--- src/rtl/vga_timing_pkg.sv ---
// Shared 640x480@60 timing constants, sync-window helpers and the coordinate type
// used by the timing generator and the sprite/ROM drawers.
package vga_timing_pkg;

  typedef logic [9:0] coord_t;

  localparam int H_ACTIVE = 640;
  localparam int H_FP     = 16;
  localparam int H_SYNC   = 96;
  localparam int H_BP     = 48;
  localparam int V_ACTIVE = 480;
  localparam int V_FP     = 10;
  localparam int V_SYNC   = 2;
  localparam int V_BP     = 33;

  // The sync pulse starts right after the front porch and spans the sync width.
  function automatic int sync_start(input int active, input int fp);
    return active + fp;
  endfunction

  function automatic int sync_end(input int active, input int fp, input int sync_w);
    return active + fp + sync_w;
  endfunction

  localparam int H_TOTAL  = H_ACTIVE + H_FP + H_SYNC + H_BP;
  localparam int V_TOTAL  = V_ACTIVE + V_FP + V_SYNC + V_BP;
  localparam int HS_START = sync_start(H_ACTIVE, H_FP);
  localparam int HS_END   = sync_end(H_ACTIVE, H_FP, H_SYNC);
  localparam int VS_START = sync_start(V_ACTIVE, V_FP);
  localparam int VS_END   = sync_end(V_ACTIVE, V_FP, V_SYNC);

endpackage

--- src/rtl/sync_delay_line.sv ---
// Reset-loadable shift register that lines up sync/blank with the drawers' pipeline.
// DEPTH=0 is a plain wire.
module sync_delay_line #(
  parameter int                 WIDTH     = 3,
  parameter int                 DEPTH     = 2,
  parameter logic [WIDTH-1:0]   RESET_VAL = '0
) (
  input  logic             i_clk,
  input  logic             i_reset,
  input  logic [WIDTH-1:0] i_d,
  output logic [WIDTH-1:0] o_q
);

  if (DEPTH == 0) begin : g_pass
    logic w_unused_ok;
    assign w_unused_ok = ^{i_clk, i_reset};
    assign o_q         = i_d;
  end else begin : g_shift
    logic [WIDTH-1:0] r_stage [DEPTH];

    // NOTE: every stage is reset, not just the output, so a sync pulse captured
    // before reset can never walk out of the pipe afterwards.
    always_ff @(posedge i_clk) begin
      if (i_reset) begin
        for (int i = 0; i < DEPTH; i++) r_stage[i] <= RESET_VAL;
      end else begin
        r_stage[0] <= i_d;
        for (int i = 1; i < DEPTH; i++) r_stage[i] <= r_stage[i-1];
      end
    end

    assign o_q = r_stage[DEPTH-1];
  end

endmodule

--- src/rtl/vga_timing_gen.sv ---
// Free-running VGA raster generator: pixel/line counters, blank and delayed sync,
// plus frame counter and slow animation tick for the sprite drawers.
module vga_timing_gen #(
  parameter int H_ACTIVE        = vga_timing_pkg::H_ACTIVE,
  parameter int H_FP            = vga_timing_pkg::H_FP,
  parameter int H_SYNC          = vga_timing_pkg::H_SYNC,
  parameter int H_BP            = vga_timing_pkg::H_BP,
  parameter int V_ACTIVE        = vga_timing_pkg::V_ACTIVE,
  parameter int V_FP            = vga_timing_pkg::V_FP,
  parameter int V_SYNC          = vga_timing_pkg::V_SYNC,
  parameter int V_BP            = vga_timing_pkg::V_BP,
  parameter int PIPE_DELAY      = 2,
  parameter int FRAMES_PER_TICK = 8
) (
  input  logic                   vga_clk,
  input  logic                   reset,
  output vga_timing_pkg::coord_t DrawX,
  output vga_timing_pkg::coord_t DrawY,
  output logic                   blank,
  output logic                   blank_d,
  output logic                   hs,
  output logic                   vs,
  output logic                   sync,
  output logic                   frame_start,
  output logic [7:0]             frame_count,
  output logic                   anim_tick
);

  import vga_timing_pkg::*;

  localparam int LP_H_TOTAL  = H_ACTIVE + H_FP + H_SYNC + H_BP;
  localparam int LP_V_TOTAL  = V_ACTIVE + V_FP + V_SYNC + V_BP;
  localparam int LP_HS_START = sync_start(H_ACTIVE, H_FP);
  localparam int LP_HS_END   = sync_end(H_ACTIVE, H_FP, H_SYNC);
  localparam int LP_VS_START = sync_start(V_ACTIVE, V_FP);
  localparam int LP_VS_END   = sync_end(V_ACTIVE, V_FP, V_SYNC);

  coord_t     r_hc;
  coord_t     r_vc;
  logic [7:0] r_fc;
  logic [7:0] r_tc;
  logic       w_hs_raw;
  logic       w_vs_raw;
  logic       w_frame_start;

  // NOTE: sequential state uses non-blocking assignments so every register
  // samples pre-edge values regardless of statement order.
  always_ff @(posedge vga_clk) begin
    if (reset) begin
      r_hc <= '0;
      r_vc <= '0;
    end else if (r_hc == coord_t'(LP_H_TOTAL - 1)) begin
      r_hc <= '0;
      r_vc <= (r_vc == coord_t'(LP_V_TOTAL - 1)) ? '0 : r_vc + 1'b1;
    end else begin
      r_hc <= r_hc + 1'b1;
    end
  end

  assign w_frame_start = (r_hc == '0) && (r_vc == '0);

  // Frame and tick counters step on the first pixel of each frame.
  always_ff @(posedge vga_clk) begin
    if (reset) begin
      r_fc <= '0;
      r_tc <= '0;
    end else if (w_frame_start) begin
      r_fc <= r_fc + 1'b1;
      r_tc <= (r_tc == 8'(FRAMES_PER_TICK - 1)) ? '0 : r_tc + 1'b1;
    end
  end

  assign w_hs_raw = !((r_hc >= coord_t'(LP_HS_START)) && (r_hc < coord_t'(LP_HS_END)));
  assign w_vs_raw = !((r_vc >= coord_t'(LP_VS_START)) && (r_vc < coord_t'(LP_VS_END)));
  assign blank    = (r_hc < coord_t'(H_ACTIVE)) && (r_vc < coord_t'(V_ACTIVE));

  sync_delay_line #(
    .WIDTH     (3),
    .DEPTH     (PIPE_DELAY),
    .RESET_VAL (3'b110)
  ) u_sync_delay (
    .i_clk   (vga_clk),
    .i_reset (reset),
    .i_d     ({w_hs_raw, w_vs_raw, blank}),
    .o_q     ({hs, vs, blank_d})
  );

  assign DrawX       = r_hc;
  assign DrawY       = r_vc;
  assign sync        = 1'b0;
  assign frame_start = w_frame_start;
  assign frame_count = r_fc;
  assign anim_tick   = w_frame_start && (r_tc == 8'd0);

endmodule

--- config.mk ---
export PLATFORM = sky130hd
export DESIGN_NAME = vga_timing_gen
export DESIGN_NICKNAME = d
export VERILOG_FILES = /design/src/rtl/vga_timing_pkg.sv /design/src/rtl/sync_delay_line.sv /design/src/rtl/vga_timing_gen.sv
export SDC_FILE = /design/constraint.sdc
export NUM_CORES = 1
export LEC_CHECK = 0
export ABC_AREA = 1
export CAP_MARGIN = 20
export CORE_MARGIN = 8
export CORE_UTILIZATION = 30
export CTS_BUF_LIST = sky130_fd_sc_hd__clkbuf_4 sky130_fd_sc_hd__clkbuf_8
export DETAILED_ROUTE_END_ITERATION = 16
export GPL_TIMING_DRIVEN = 0
export SYNTH_ARGS = -nofsm -noshare
export SYNTH_HDL_FRONTEND = slang
export SYNTH_SLANG_ARGS = --single-unit
--- constraint.sdc ---
create_clock -name vga_clk -period 1.9 [get_ports vga_clk]
set_clock_uncertainty 0.1 [all_clocks]
set_input_delay 0.38 -clock vga_clk [delete_from_list [all_inputs] [get_ports vga_clk]]
set_output_delay 0.38 -clock vga_clk [all_outputs]
set_load 0.02 [all_outputs]
==> results.json <==
{
  "die_y_um": 106,
  "internal_power_uw": 1340,
  "drt_iter0_drc": 75,
  "die_area_mm2": 0.0113,
  "totalWireLength_um": 6290,
  "core_mm2": 0.00805,
  "synth_top_cell_area_share_pct": 34.5,
  "hold_ws_ns": 0.316,
  "hold_violations": 0,
  "fillCellCount": 831,
  "clk_latency_ns": 0.29,
  "synth_area_leaders": "dfxtp_1 (34%), nand2_1 (13%), nor2_1 (7.4%), inv_1 (7.1%), nand3_1 (4.7%)",
  "insertedDiodeCount": 0,
  "antenna_found_initial": 0,
  "min_from": "u_sync_delay.g_shift.r_stage[0][0]",
  "finalSetupTns_ns": -0.0656,
  "pwr-share-seq_pct": 49.6,
  "power_frac_clock_pct": 33.6,
  "syn-num-nets": 367,
  "holdPathStages": 2,
  "cp_slowest_cell": "dfxtp_4",
  "dieWidth_um": 106,
  "seq_area_um2": 872,
  "r2r-start": "DrawX[0]",
  "ff2ff_setup_slack_ns": 0.16,
  "synth_cell_types": 34,
  "m1WireLength_um": 2880,
  "io_pins": 37,
  "grt-ovfl-total": 0,
  "ir_drop_mv": 0.335,
  "p_switching_uw": 510,
  "top_layer_used": "met4",
  "numCtsBuffers": 5,
  "tritoncts": "done",
  "met2_length_um": 3150,
  "wire_per_inst_um": 12.1,
  "post-place-ws_ns": -0.502,
  "ctsRootBufferMaster": "clkbuf_8",
  "finalPower_uw": 1850,
  "drc": 0,
  "area_growth_pct": 36.1,
  "yosysWarningCount": 0,
  "routed-wl-met3_um": 248,
  "start_util_pct": 30.3,
  "maxSlewHeadroom_pct": 62.6,
  "path_clk_slew_ns": 0.08,
  "port_buffers": 35,
  "min_path_type": "flop to flop",
  "violations": "negative setup slack",
  "synthCells": 357,
  "rows": 33,
  "arrival_ns": 1.48,
  "grt_pass1_vias": 2333,
  "final_common_cell": "nand2_1",
  "routed_via_density": 4.58,
  "worstHoldEndpoint": "u_sync_delay.g_shift.r_stage[0][3]",
  "grt_pass1_wl_um": 10600,
  "endpoint_kind": "output pin",
  "r2r-end": "DrawY[1]",
  "worstMarginPinSlew_ns": 0.562,
  "synthesis.area_mm2": 0.00244,
  "finalCritPeriodShare_pct": 103,
  "crit_type": "flop to output pin",
  "ant_nets": 0,
  "synth_seq_area_share_pct": 34.5,
  "setup_viol": 2,
  "ys_ff_latch": 42,
  "pwr-share-comb_pct": 16.8,
  "max_freq_mhz": 511,
  "netSwitchingFraction_pct": 27.7,
  "cts_buffer_depth": 2,
  "hpwl_um": 4470,
  "start_kind": "flop",
  "postCtsHoldBufs": 0,
  "syn_area_per_cell_um2": 6.83,
  "maxCapViolations": 0,
  "path_cells": "nor2_4 > nand3_2 > nor2_4 > nand3_4 > nor2_4 > buf_6",
  "reg2reg_depth": 10,
  "multiInputGateArea_mm2": 0.00147,
  "cp_common_cell": "nor2_4",
  "p_per_area_mw_per_mm2": 556,
  "grt_util_all_layers_pct": 11.2,
  "finalCriticalPeriod_ns": 1.96,
  "fin_util_pct": 41.2,
  "leakage_uw": 0.00161,
  "final_cell_mix": "nand2_1 (83), nor2_1 (45), inv_1 (41)",
  "cp_max_fo": 4,
  "fin_nets": 426,
  "yosysTopAreaCell": "dfxtp_1",
  "h-tree-depth": 2,
  "outcome": "complete, but fails checks",
  "drive_gt1_share_pct": 27.1,
  "rsz0062_at_grt": "true",
  "num_vias": 2393,
  "fin_ws_ns": -0.0567,
  "grt_max_degree": 13,
  "gp_congestion": 0.913,
  "critPathRequiredTime_ns": 1.42,
  "slowest_delay_ns": 0.37,
  "clock-sinks": 42,
  "slew_violations": 0,
  "dr.pass1.iters": 4
}
[per-stage QoR]
stage	cells	area [µm²]
2_1_floorplan	357	2440
3_3_place_gp	497	2920
3_5_place_dp	497	2920
4_1_cts	514	3180
5_1_grt	522	3320
6_report	522	3320
[layout make-up]
cell class              instances  share of cell area [%]
clock inverters                 1                   0.151
clock buffers                   7                    2.71
flip-flops and latches         42                    26.3
repair buffers                 52                    14.7
multi-input cells             254                    44.3
inverters                      54                    6.26
well taps                     105                    3.96
plain buffers                   7                    1.66
[registers in the layout (all words and copies together) (netlist names)]
register and flops:
DrawX 10, u_sync_delay.g_shift.r_stage 6, frame_count 8, DrawY 10, r_tc 8
[repair_timing]
item,4_1_cts,5_1_grt
pin swaps,8,10
buffers inserted,9,8
gates resized for setup,56,23
setup endpoints to repair,6,11
[worst max-delay path by stage]
stage / slack, ns / startpoint / endpoint / cells after the start
2_1_floorplan: 0.08 / DrawY[0] / anim_tick / 6
3_3_place_gp: -0.51 / DrawY[0] / anim_tick / 7
3_5_place_dp: -0.50 / DrawY[0] / anim_tick / 7
4_1_cts: -0.08 / DrawX[8] / anim_tick / 7
5_1_grt: -0.12 / DrawX[6] / anim_tick / 6
6_report: -0.06 / DrawX[6] / anim_tick / 6
[Yosys cell counts]
library cell / number
nand2_1: 84
or2_2: 2
clkbuf_1: 1
a21oi_1: 11
buf_2: 3
nor2_4: 4
nand2_2: 16
inv_4: 1
ha_1: 8
nand3_1: 23
o2111ai_1: 2
inv_1: 46
buf_4: 1
nor2_1: 48
nand4_1: 7
a22oi_1: 1
or2_0: 1
xnor2_1: 1
nor3b_2: 1
xor2_1: 4
dfxtp_1: 42
nand3b_1: 4
conb_1: 1
buf_6: 2
nor3_2: 2
nor2_8: 1
inv_2: 7
o21ai_1: 7
nand3_2: 1
nor2_2: 5
o21ai_0: 4
nor3_1: 4
nor4_1: 2
a21oi_2: 10
[power groups by stage]
stage / clock, µW / combinational [µW] / sequential (µW)
global placement: 0 / 254 / 944
CTS: 646 / 305 / 918
global route: 686 / 341 / 920
floorplan: 0 / 161 / 956
detailed placement: 0 / 257 / 946
finish: 620 / 310 / 916
[layer usage]
layer  vias up  track usage, %
met5         -               0
met4         0            2.81
met3         2            2.60
met2        44            20.6
met1      1111            12.6
li1       1236               -
[kinds of logic after synthesis]
family / after synthesis / share of synthesized area (%)
adders and majority gates: 8 / 4.10
xor gates and xnor gates: 5 / 1.79
buffers and inverters: 61 / 10.4
other: 1 / 0.154
DFF: 42 / 34.5
AOI/OAI and AO/OA: 35 / 9.13
and+or+nand+nor: 205 / 39.9
[critical path, delay by kind of cell, from the launching register on]
family                 cells  cell delay, ns
AND/OR/NAND/NOR            5            0.69
buffers and inverters      1            0.13
flip-flops                 1            0.37
Power figures use the tool's default switching activity.
